File: config.mk
export PLATFORM = sky130hd
export DESIGN_NAME = cic_decimate
export DESIGN_NICKNAME = d
export VERILOG_FILES = /design/src/rtl/cic_decimate.sv
export SDC_FILE = /design/constraint.sdc
export NUM_CORES = 1
export LEC_CHECK = 0
export ABC_CLOCK_PERIOD_IN_PS = 3000
export CORE_UTILIZATION = 44
export DETAILED_ROUTE_END_ITERATION = 10
export PLACE_DENSITY = 0.64
export SYNTH_ARGS = -nofsm -noshare
export SYNTH_HDL_FRONTEND = slang
export SYNTH_SLANG_ARGS = --single-unit
File: constraint.sdc
create_clock -name sclk -period 3 [get_ports sclk]
set_input_delay 0.6 -clock sclk [delete_from_list [all_inputs] [get_ports sclk]]
set_output_delay 0.6 -clock sclk [all_outputs]
set_load 0.01 [all_outputs]
File: src/rtl/cic_decimate.sv
// Three-stage CIC decimator (M=1) taking IN_W-bit samples on a strobe and emitting OUT_W-bit samples every R strobes.
// Optional build macro CIC_DEC_ROUND_EN selects round-half-up with saturation; otherwise the output is truncated.
module cic_decimate #(
    parameter int IN_W  = 23,
    parameter int R     = 4,
    parameter int OUT_W = 16
) (
    input  logic                    sclk,
    input  logic                    rst_n,
    input  logic signed [IN_W-1:0]  data_in,
    input  logic                    data_v,
    output logic signed [OUT_W-1:0] data_out,
    output logic                    data_out_v
);

    localparam int LOG2R = $clog2(R);
    localparam int W     = IN_W + 3 * LOG2R;
    localparam int SH    = W - OUT_W;
    localparam int CW    = (LOG2R > 0) ? LOG2R : 1;

`ifdef CIC_DEC_ROUND_EN
    localparam logic signed [W:0] HALF    = (W+1)'(((64'sd1 <<< SH) >>> 1));
    localparam logic signed [W:0] OUT_MAX = (W+1)'((64'sd1 <<< (OUT_W - 1)) - 64'sd1);

    // Only the positive end can exceed the output range after adding the half LSB.
    function automatic logic signed [OUT_W-1:0] reduce_out(input logic signed [W-1:0] c);
        logic signed [W:0] sum;
        logic signed [W:0] shifted;
        sum     = $signed({c[W-1], c}) + HALF;
        shifted = sum >>> SH;
        return (shifted > OUT_MAX) ? OUT_W'(OUT_MAX) : OUT_W'(shifted);
    endfunction
`else
    function automatic logic signed [OUT_W-1:0] reduce_out(input logic signed [W-1:0] c);
        return OUT_W'(c >>> SH);
    endfunction
`endif

    logic signed [W-1:0]     din_ext_s;
    logic signed [W-1:0]     i1_r;
    logic signed [W-1:0]     i2_r;
    logic signed [W-1:0]     i3_r;
    logic [CW-1:0]           cnt_r;
    logic                    dec_r;
    logic signed [W-1:0]     d_r;
    logic signed [W-1:0]     d_prev_r;
    logic                    dv_r;
    logic signed [W-1:0]     c1_r;
    logic signed [W-1:0]     c1_prev_r;
    logic                    c1_v_r;
    logic signed [W-1:0]     c2_r;
    logic signed [W-1:0]     c2_prev_r;
    logic                    c2_v_r;
    logic signed [W-1:0]     c3_r;
    logic                    c3_v_r;
    logic signed [OUT_W-1:0] out_s;

    assign din_ext_s = {{(W-IN_W){data_in[IN_W-1]}}, data_in};

    // Integrators and decimation counter; each stage adds the previous-cycle value of the stage before it.
    always_ff @(posedge sclk or negedge rst_n) begin
        if (!rst_n) begin
            i1_r  <= '0;
            i2_r  <= '0;
            i3_r  <= '0;
            cnt_r <= '0;
            dec_r <= 1'b0;
        end else if (data_v) begin
            i1_r  <= i1_r + din_ext_s;
            i2_r  <= i2_r + i1_r;
            i3_r  <= i3_r + i2_r;
            cnt_r <= cnt_r + CW'(1);
            dec_r <= (cnt_r == CW'(R - 1));
        end else begin
            dec_r <= 1'b0;
        end
    end

    // Decimation register samples the freshly updated third integrator.
    always_ff @(posedge sclk or negedge rst_n) begin
        if (!rst_n) begin
            d_r  <= '0;
            dv_r <= 1'b0;
        end else if (dec_r) begin
            d_r  <= i3_r;
            dv_r <= 1'b1;
        end else begin
            dv_r <= 1'b0;
        end
    end

    // First comb stage.
    always_ff @(posedge sclk or negedge rst_n) begin
        if (!rst_n) begin
            c1_r     <= '0;
            d_prev_r <= '0;
            c1_v_r   <= 1'b0;
        end else if (dv_r) begin
            c1_r     <= d_r - d_prev_r;
            d_prev_r <= d_r;
            c1_v_r   <= 1'b1;
        end else begin
            c1_v_r   <= 1'b0;
        end
    end

    // Second comb stage.
    always_ff @(posedge sclk or negedge rst_n) begin
        if (!rst_n) begin
            c2_r      <= '0;
            c1_prev_r <= '0;
            c2_v_r    <= 1'b0;
        end else if (c1_v_r) begin
            c2_r      <= c1_r - c1_prev_r;
            c1_prev_r <= c1_r;
            c2_v_r    <= 1'b1;
        end else begin
            c2_v_r    <= 1'b0;
        end
    end

    // Third comb stage.
    always_ff @(posedge sclk or negedge rst_n) begin
        if (!rst_n) begin
            c3_r      <= '0;
            c2_prev_r <= '0;
            c3_v_r    <= 1'b0;
        end else if (c2_v_r) begin
            c3_r      <= c2_r - c2_prev_r;
            c2_prev_r <= c2_r;
            c3_v_r    <= 1'b1;
        end else begin
            c3_v_r    <= 1'b0;
        end
    end

    // Width reduction of the comb result.
    always_comb begin
        out_s = reduce_out(c3_r);
    end

    // Output register; data_out holds between pulses.
    always_ff @(posedge sclk or negedge rst_n) begin
        if (!rst_n) begin
            data_out   <= '0;
            data_out_v <= 1'b0;
        end else if (c3_v_r) begin
            data_out   <= out_s;
            data_out_v <= 1'b1;
        end else begin
            data_out_v <= 1'b0;
        end
    end

endmodule
; Yosys cells after proc, flatten, opt, wreduce, memory -nomap -nowiden
; Index checks and enable logic that the tools add are counted.
[totals]
ram_bits = 0
n_memories = 0
register_bits = 314
romBits = 0
out_inout_bits = 17
latchBits = 0
[classes]
n_mul = 0
eq_ne = 1
n_lt_le_gt_ge = 0
div_mod_pow = 0
mux = 6
n_reduce_logical = 0
bitwise_logic = 0
addsub = 7
shifts = 0
[ops]
columns = cell, n
row1 = $sub 29x29->29, 3
row2 = $add 29x29->29, 2
row3 = $add 29x23->29, 1
row4 = $mux 1, 6
row5 = $add 2x1->2 const B, 1
row6 = $eq 2x2->1 const B, 1

; Logic depth before layout (Yosys ltp)
; Gate-level depths: netlist of the first run.
[depth]
ltp_word = 2
mapped_depth = 12
ltp_nobuf = 12

; Worst setup path after synthesis of the first run
; No wires, ideal clock.
[synth_timing]
kind = input port to flip-flop
from = input data_in[0]
to = register i1_r[16]
setup_ps = 125
arrival_ps = 2827
path_stages = 11
t_required_ps = 2875
n_path_buf = 0
slack_ps = 49
cell_sequence = ha_1 > fa_1 > a21o_1 > a22oi_2 > a21oi_2 > o221ai_2 > a21oi_1 > or4_1 > a31oi_1 > xnor2_1 > mux2_2
[synth_between]
elab_chain_cells = 1
[synth_rtl]
columns = element, line
row1 = start: declaration, 10  ; input logic signed [IN_W-1:0] data_in,
row2 = $add 29x23->29, 69  ; i1_r <= i1_r + din_ext_s;
row3 = end signal: assignment, 69
row4 = end: declaration, 40  ; logic signed [W-1:0] i1_r;
; No other way between the ends.
; A chain may end at the register's enable or synchronous reset.

; Final worst setup path of the first run
[layout_timing]
from = register i2_r[11]
to = register i3_r[28]
[layout_between]
elab_chain_cells = 1
[layout_rtl]
columns = element, line
row1 = start: declaration, 41  ; logic signed [W-1:0] i2_r;
row2 = start signal: assignment, 70  ; i2_r <= i2_r + i1_r;
row3 = $add 29x29->29, 71  ; i3_r <= i3_r + i2_r;
row4 = end signal: assignment, 71
row5 = end: declaration, 42  ; logic signed [W-1:0] i3_r;
; No other way between the ends.

==> results.yml, run 1 <==
route:
  num_vias: 13587
  drt-initial-drc-count: 631
  viasPerCell: 5.29
  post_drt_wl_per_cell_um: 13.8
  drtPass1Iterations: 7
  ant_nets: 0
  drc: 0
  wl_um: 35500
yosys:
  muxShareOfSynthArea: 0.103
  synth-simple-area-share: 0.103
  syn_nets: 2096
  seq_area_frac_synth: 0.400
  synth_adder_area_share: 0.117
  yosysWarnings: 0
  synth_area_leaders: "dfrtp_1, ha_1, mux2_2, xnor2_1, o21ai_0"
  yosysMostFrequentCell: "dfrtp_1"
  synth-compound-area-share: 0.175
  synth_edf_count: 0
  synth_top_area_frac: 0.400
  synth_cell_types: 87
  synth_top_family_by_area: "compound AO/OA/AOI/OAI gates"
  netlist.top_cell.by_area: "dfrtp_1"
  synth_commonest_cells: "dfrtp_1, ha_1, mux2_2"
  yosys_most_used_dff: "dfrtp_1"
  ys_ff_latch: 301
  syn_area_um2: 18800
  async_flop_share: 1.00
  synth-xor-area-share: 0.0642
  synth.avg_cell_area_um2: 9.92
  synth_cells: 1897
sta:
  max-slew-margin-rel: 0.472
  slew_viol_final: 0
  rsz0062_at_grt: "true"
  fin_crit_ps: 2880
  worst_pin_slew_ps: 792
  finalCritPeriodShare: 0.960
  max_freq_ghz: 0.347
  hold_viol: 0
  finalWorstSetupSlack_ps: 121
  fin_skew_ps: 14.0
  setup_viol: 0
critical_path:
  worstSetupStartpointType: "flip-flop"
  crit_chain: "ha_1 -> nand2_1 -> a211oi_1 -> o211ai_1 -> buf_4 -> a21oi_2 -> o221ai_1 -> buf_4 -> buf_4 -> o41a_1 -> xnor2_1 -> nand2_1 -> xnor2_1"
  criticalPathCategory: "reg -> reg"
  required_ps: 3390
  worstPathArrival_ps: 3270
  end_kind: "flip-flop"
  max_stage_delay_ps: 410
  cp_max_fo: 5
  crit_top_cell: "buf_4"
  slowest_stage: "dfrtp_1"
clocking:
  cts_made_buffers: 34
  cts_tree: "done"
  clockBufferDepth: 3
  root_buffer: "clkbuf_16"
  insertion_delay_ps: 510
  htree_levels: 2
  clkSlewWorstSetupHoldPaths_ps: 60
  cts_sinks: 301
global_routing:
  gr-total-overflow: 0
  gr-max-usage-layer: "met2"
  grt_use_met2: 0.292
  gr-usage-met1: 0.213
  use_met3: 0.0239
  grt_max_degree: 85
  grt_pass1_wl_um: 62600
  grt_usage: 0.167
  antenna_found_initial: 0
  first_global_vias: 13727
layout:
  area_growth_pct: 15.3
  final_cells: 2569
  stdcell_area_um2: 21700
  nets: 2205
  fin_util: 0.516
  n_fill_cell: 3768
  diodes: 0
  drive_gt1_frac: 0.187
placed_design:
  dpl-instance-area_um2: 20400
  placedCellCount: 2508
  place_congestion: 0.895
  hpwl_um: 26500
  port-buffer-count: 42
  dpl_worst_slack_ps: -600
die:
  dieHeight_um: 209
  dieArea_um2: 43600
  start_util: 0.448
  pin_count: 43
  core_um2: 42000
  num_rows: 75
  chipWidth_um: 209
hold_path:
  hold_path_class: "in -> async"
job:
  cap_violations: 0
outcome:
  status: "completed"
repair_timing:
item / 4_1_cts / 5_1_grt
setup buffers: 0 / 1
resized for setup: 3 / 25
pin swaps: 4 / 5
endpoints found under the setup margin: 1 / 22
hold buffers: 0 / 0
routing by layer:
metal | wire length [µm] | up-vias
li1 | - | 6986
met1 | 16600 | 6383
met2 | 17100 | 159
met3 | 912 | 59
met4 | 868 | 0
met5 | 0 | -
flip-flops by register name, summed over array words and instances, names as in the netlist:
register and count:
d_prev_r 29, c1_prev_r 29, c2_r 29, data_out 16, i1_r 29, c3_v_r 1, d_r 29, c2_v_r 1
cnt_r 2, c1_r 29, i2_r 29, data_out_v 1, c3_r 16, i3_r 29, c2_prev_r 29, c1_v_r 1
dv_r 1, dec_r 1
worst paths after layout:
check	start	to	slack [ps]	cells past startpoint
worst max-delay path	i2_r[11]	i3_r[28]	120	13
worst min-delay path	rst_n	c2_prev_r[9]	40	1
worst max register to register	i2_r[11]	i3_r[28]	120	13
min in group sclk	i3_r[28]	i3_r[28]	460	1
max in group asynchronous	rst_n	i3_r[14]	2120	2
worst min register to register	i3_r[28]	i3_r[28]	460	1
layout make-up:
class	count	area (µm²)	share of cell area
multi-input cells	1409	10700	0.493
flip-flops and latches	301	7540	0.347
repair buffers	130	1160	0.0535
clock buffers	55	1100	0.0508
well taps	539	674	0.0311
inverters	130	488	0.0225
clock inverters	5	52.6	0.00242
metrics by stage:
stage | TNS (ps) | hold slack, ps
6_report | 0 | 44.9
5_1_grt | -238 | 79.1
4_1_cts | 0 | 54.2
3_5_place_dp | -4150 | 463
3_3_place_gp | -3510 | 461
2_1_floorplan | 0 | 304
critical path: cells and delay by family, from the launching register on:
| family | cells | cell delay [ps] |
|---|---|---|
| compound gates | 5 | 1000 |
| flops | 1 | 410 |
| simple gates | 2 | 200 |
| fa+ha+maj | 1 | 380 |
| buf+inv | 3 | 460 |
| xor+xnor | 2 | 320 |
kinds of logic after synthesis:
logic type | after synthesis
AOI/OAI and AO/OA | 512
and+or+nand+nor | 414
DFF | 301
buffers and inverters | 187
adders and majority gates | 173
muxes | 172
xor gates and xnor gates | 138
cell usage in the layout, fill, tap and decap left out, types with 11 or more instances in the layout:
| cell type | count |
|---|---|
| o21bai_1 | 15 |
| inv_1 | 130 |
| clkdlybuf4s50_1 | 39 |
| nor3_1 | 30 |
| clkbuf_8 | 11 |
| nand2b_1 | 22 |
| mux2_2 | 167 |
| a211oi_1 | 11 |
| nor2_1 | 85 |
| clkbuf_16 | 37 |
| ha_1 | 164 |
| and3_1 | 19 |
| a31oi_1 | 17 |
| nor2b_1 | 20 |
| o21ai_0 | 150 |
| xnor2_1 | 98 |
| dfrtp_1 | 298 |
| o21a_1 | 15 |
| a21o_1 | 68 |
| a21oi_1 | 119 |
| buf_4 | 83 |
| xor2_1 | 39 |
| nand3_1 | 27 |
| o211ai_1 | 13 |
| nand2_1 | 163 |
| o21ai_1 | 12 |
Power of run 1 is left out: the tool's default activity adds up to more than one toggle a clock period on the data nets, which glitch-free logic cannot reach.
==> run 2: changes to the inputs <==
--- a/config.mk
+++ b/config.mk
@@ -8,6 +8,7 @@
 export ABC_CLOCK_PERIOD_IN_PS = 3000
 export CORE_UTILIZATION = 44
 export DETAILED_ROUTE_END_ITERATION = 10
+export GPL_TIMING_DRIVEN = 0
 export PLACE_DENSITY = 0.64
 export SYNTH_ARGS = -nofsm -noshare
 export SYNTH_HDL_FRONTEND = slang
==> constraint.sdc (replaced) <==
create_clock -name sclk -period 3 [get_ports sclk]
set_input_delay 0.6 -clock sclk [delete_from_list [all_inputs] [get_ports sclk]]
set_output_delay 0.6 -clock sclk [all_outputs]
set_load 0.1 [all_outputs]
==> results.yml, run 2 (synthesized netlist as in run 1, its figures left out) <==
job:
  cap_violations: 0
route:
  drt-initial-drc-count: 611
  drtPass1Iterations: 5
  num_vias: 13733
  post_drt_wl_per_cell_um: 15.2
  wl_um: 38500
  viasPerCell: 5.40
  ant_nets: 0
  drc: 0
global_routing:
  first_global_vias: 13723
  gr-max-usage-layer: "met2"
  gr-usage-met1: 0.220
  grt_max_degree: 123
  grt_usage: 0.181
  antenna_found_initial: 0
  grt_pass1_wl_um: 65800
  grt_use_met2: 0.325
  use_met3: 0.0295
  gr-total-overflow: 0
layout:
  diodes: 0
  layout_common_cells: "dfrtp_1, mux2_2, ha_1, nand2_1, o21ai_0"
  fin_util: 0.507
  area_growth_pct: 13.3
  nets: 2179
  layout_commonest_cell: "dfrtp_1"
  n_fill_cell: 3884
  stdcell_area_um2: 21300
  drive_gt1_frac: 0.150
placed_design:
  port-buffer-count: 41
  dpl-instance-area_um2: 20000
  dpl_worst_slack_ps: -645
  hpwl_um: 28800
  place_congestion: 0.859
sta:
  setup_viol: 0
  fin_crit_ps: 2960
  max_freq_ghz: 0.338
  whs_ps: 41.6
  fin_skew_ps: 9.13
  finalWorstSetupSlack_ps: 40.0
  slew_viol_final: 0
  max-slew-margin-rel: 0.356
  hold_viol: 0
  rsz0062_at_grt: "true"
  worst_pin_slew_ps: 964
  finalCritPeriodShare: 0.987
die:
  pin_count: 43
  chipWidth_um: 209
  core_um2: 42000
  dieHeight_um: 209
  start_util: 0.448
  num_rows: 75
  dieArea_um2: 43600
clocking:
  clockBufferDepth: 3
  clkSlewWorstSetupHoldPaths_ps: 50
  root_buffer: "clkbuf_16"
  insertion_delay_ps: 540
  cts_tree: "done"
  cts_made_buffers: 35
  cts_sinks: 301
  cts_hold_buf: 0
  htree_levels: 2
critical_path:
  r2r-start: "d_r[7]"
  max_stage_delay_ps: 410
  worstPathArrival_ps: 3380
  path_delay_family: "compound AO/OA/AOI/OAI gates"
  slowest_stage: "or4_1"
  required_ps: 3420
  crit_chain: "clkdlybuf4s50_1 -> ha_1 -> fa_2 -> a21o_1 -> a22oi_2 -> a21oi_2 -> o221ai_2 -> a21oi_2 -> or4_1 -> a31oi_1 -> xnor2_1 -> mux2_2"
  crit_top_cell: "a21oi_2"
  cp_max_fo: 4
  end_kind: "flip-flop"
  rr_worst_depth: 10
  crit_cells: 12
  critPathLaunch: "data_in[0]"
  criticalPathCategory: "in -> reg"
  worstSetupStartpointType: "input pin"
  path_buf_inv: 1
outcome:
  status: "completed"
hold_path:
  hold_path_class: "in -> async"
[run 2: worst reg2reg max path, stage by stage (launching register included)]
cell,delay [ps]
dfrtp_1,400
ha_1,360
a21o_1,170
a21oi_1,280
a2bb2oi_2,240
o311ai_4,180
a211oi_2,360
o21ai_1,150
a311oi_2,290
xnor2_1,100
mux2_2,260
[run 2: area by class of cell]
type                            instances  area [µm²]  share of cell area
Multi-Input combinational cell       1409       10800               0.504
Buffer                                 57         228              0.0107
Clock inverter                         10        87.6             0.00411
Clock buffer                           51        1070              0.0501
Tap cell                              539         674              0.0316
Sequential cell                       301        7530               0.353
Timing Repair Buffer                   46         493              0.0231
Inverter                              130         488              0.0229
[run 2: per-stage QoR]
step	setup TNS (ps)	cells
after floorplan	0	1897
after global placement	-3476170	2477
after detailed placement	-6420	2479
after CTS	0	2542
after global routing	-58.9	2543
final	0	2543
[run 2: layer usage]
layer / vias to the layer above / wire length [µm]
met4: 0 / 990
met3: 74 / 1220
met2: 207 / 19000
met1: 6499 / 17300
met5: - / 0
li1: 6953 / -
[run 2: worst paths after layout]
| kind | endpoint | slack [ps] |
|---|---|---|
| worst min-delay path | c2_prev_r[4] | 40 |
| max in group asynchronous | i2_r[21] | 1990 |
| worst max-delay path | i1_r[16] | 40 |
| min in group sclk | data_out_v | 390 |
| worst min register to register | data_out_v | 390 |
| worst max register to register | c1_r[25] | 90 |
[run 2: what timing repair did]
action / in CTS / in global routing
endpoints found under the setup margin: 9 / 26
buffers inserted: 2 / 1
resized for setup: 7 / 29
pin swaps: 5 / 9
Power of run 2 is left out for the same reason.
==> RTL change (flow settings as in run 1) <==
Build with the macro `CIC_DEC_ROUND_EN` defined.
--- a/src/rtl/cic_decimate.sv
+++ b/src/rtl/cic_decimate.sv
@@ -1,4 +1,6 @@
 // Three-stage CIC decimator (M=1) taking IN_W-bit samples on a strobe and emitting OUT_W-bit samples every R strobes.
 // Optional build macro CIC_DEC_ROUND_EN selects round-half-up with saturation; otherwise the output is truncated.
+`define CIC_DEC_ROUND_EN
+
 module cic_decimate #(
     parameter int IN_W  = 23,
Check against the original RTL: not equivalent (a bounded check fails within 10 cycles, from zero or initial values and one cycle with rst_n low).
==> RTL change against run 1 <==
- maximum frequency decreased by 0.70%
- sequential cell count is 1 higher
- final area grew 3.4%
- worst setup slack got worse by 0.020 ns
- via count up 7.2%
- critical path depth is 1 lower
- synthesized area up 2.3%
- utilization increased by 0.34 points
- clock skew about the same
- wire length rose by 7.0%
- synthesized cell count grew 5.2%
- largest cell class unchanged
Power is not shown: default switching activity piles up to over one toggle a cycle in this logic, so the estimate is an artifact.
==> RTL change: results (changes against run 1) <==
<table>
<tr><th>Metric</th><th>Value</th></tr>
<tr><th colspan="2">Routing</th></tr>
<tr><td>Total wire length after detailed routing</td><td>37970 um (+7.0%)</td></tr>
<tr><td>Drt initial violations</td><td>696 (+10%)</td></tr>
<tr><td>Routed wire per std cell</td><td>13.91 um (+0.67%)</td></tr>
<tr><td>Detailed-router iteration count before antenna repair</td><td>4 (-3)</td></tr>
<tr><td>Avg Vias per Cell</td><td>5.333 (+0.84%)</td></tr>
<tr><th colspan="2">Run status</th></tr>
<tr><td>Status</td><td>finished clean</td></tr>
<tr><th colspan="2">Logic synthesis</th></tr>
<tr><td>Most frequent cells after synthesis</td><td>dfrtp_1, nand2_1, ha_1</td></tr>
<tr><td>Leading cell types by total area after synthesis</td><td>dfrtp_1, ha_1, mux2_2, xnor2_1, o21ai_0</td></tr>
<tr><td>Sequential-to-total area share from yosys stat</td><td>0.3923 (-0.007848)</td></tr>
<tr><td>Post-synth net total</td><td>2195 (+4.7%)</td></tr>
<tr><td>Number of instances in the synthesized netlist</td><td>1995 (+5.2%)</td></tr>
<tr><td>Unique cell type count in the Yosys netlist</td><td>89 (+2.3%)</td></tr>
<tr><th colspan="2">Final layout</th></tr>
<tr><td>Filler cells</td><td>3891 (+3.3%)</td></tr>
<tr><td>Count of nets after finishing</td><td>2319 (+5.2%)</td></tr>
<tr><td>Proportion of layout cells with a drive suffix above 1</td><td>0.1683 (-0.01889)</td></tr>
<tr><td>Diode insertion count for antenna repair</td><td>0 (unchanged)</td></tr>
<tr><th colspan="2">Placed design</th></tr>
<tr><td>Half-perimeter wire length after placement</td><td>27930 um (+5.5%)</td></tr>
<tr><td>Final estimated routing congestion in global placement</td><td>0.9054 (+1.2%)</td></tr>
<tr><td>Placed insts</td><td>2662 (+6.1%)</td></tr>
<tr><th colspan="2">CTS</th></tr>
<tr><td>CTS Buf Count</td><td>35 (+2.9%)</td></tr>
<tr><th colspan="2">Critical path</th></tr>
<tr><td>Largest fanout on the critical path</td><td>3 (-2)</td></tr>
<tr><td>Arrival time at the worst endpoint</td><td>3.30 ns (+0.03 ns)</td></tr>
<tr><td>Cell with the largest stage delay on the worst path</td><td>o211ai_1</td></tr>
<tr><td>Highest cell delay on the worst timing path</td><td>0.36 ns (-0.05 ns)</td></tr>
<tr><th colspan="2">STA</th></tr>
<tr><td>Max_slew headroom</td><td>0.6031 (+0.1310)</td></tr>
<tr><td>Setup skew after layout</td><td>0.01415 ns (+0.0001113 ns)</td></tr>
<tr><th colspan="2">Global route</th></tr>
<tr><td>Total global routing track utilization</td><td>0.1749 (+0.007850)</td></tr>
<tr><td>Global-route wire length before repair</td><td>66130 um (+5.6%)</td></tr>
<tr><td>Pin count of the biggest net entering global routing</td><td>89 (+4.7%)</td></tr>
<tr><td>Number of global-route vias before repair</td><td>14570 (+6.1%)</td></tr>
</table>
[RTL change: logic make-up (layout without fill, tap and decap cells)]
kind of cell,after synthesis,count (layout),synth area share
AOI/OAI and AO/OA,566,566,0.1874
and+or+nand+nor,464,464,0.1144
DFF,302,302,0.3923
buffers and inverters,199,349,0.03968
adders and majority gates,174,174,0.1150
muxes,154,154,0.08943
xor gates and xnor gates,136,136,0.06183
[RTL change: worst paths after layout]
check	start	end	slack (ns)	cells after the start
setup / recovery	d_r[0]	c1_r[26]	0.10	12
hold / removal	rst_n	c2_prev_r[4]	0.04	1
setup reg to reg	d_r[0]	c1_r[26]	0.10	12
hold reg to reg	dec_r	d_r[0]	0.48	1
max in group asynchronous	rst_n	i3_r[19]	2.16	2
min in group sclk	dec_r	d_r[0]	0.48	1
[RTL change: per-stage QoR]
step           setup TNS, ns  worst slack [ns]  cell area [um2]  utilization
2_1_floorplan              0           0.09815            19270            -
3_3_place_gp          -6.090           -0.6575            21020       0.4869
3_5_place_dp          -6.351           -0.6688            21020       0.4869
4_1_cts                    0          0.005073            22240       0.5150
5_1_grt             -0.07981          -0.03866            22440       0.5199
6_report                   0            0.1001            22440       0.5199
[RTL change: per-layer routing]
metal  GRT usage  wire length (um)
met1      0.2152             17320
met4     0.06947              1291
met3     0.02394              1031
met2      0.3081             18330
met5           0                 0
[RTL change: worst reg2reg max path: stages (launching register included)]
cell and delay (ns):
dfrtp_1 0.33, inv_1 0.07, ha_2 0.19, fa_2 0.35, nor2b_1 0.11, o21ai_0 0.11
a21boi_1 0.23, o31ai_2 0.13, o31a_1 0.32, o211ai_1 0.36, a41oi_2 0.18, xnor2_1 0.16
mux2_2 0.25
[RTL change: layout make-up]
type	count	share of cell area
flip-flops and latches	302	0.3369
multi-input cells	1494	0.4957
clock inverters	6	0.004683
inverters	136	0.02275
well taps	585	0.03261
clock buffers	57	0.04906
repair buffers	150	0.05831
[RTL change: what timing repair did]
item / 4_1_cts / 5_1_grt
setup buffers: 0 / 5
hold buffers: 0 / 0
resized for setup: 3 / 39
endpoints found under the setup margin: 4 / 34
pin swaps: 0 / 22
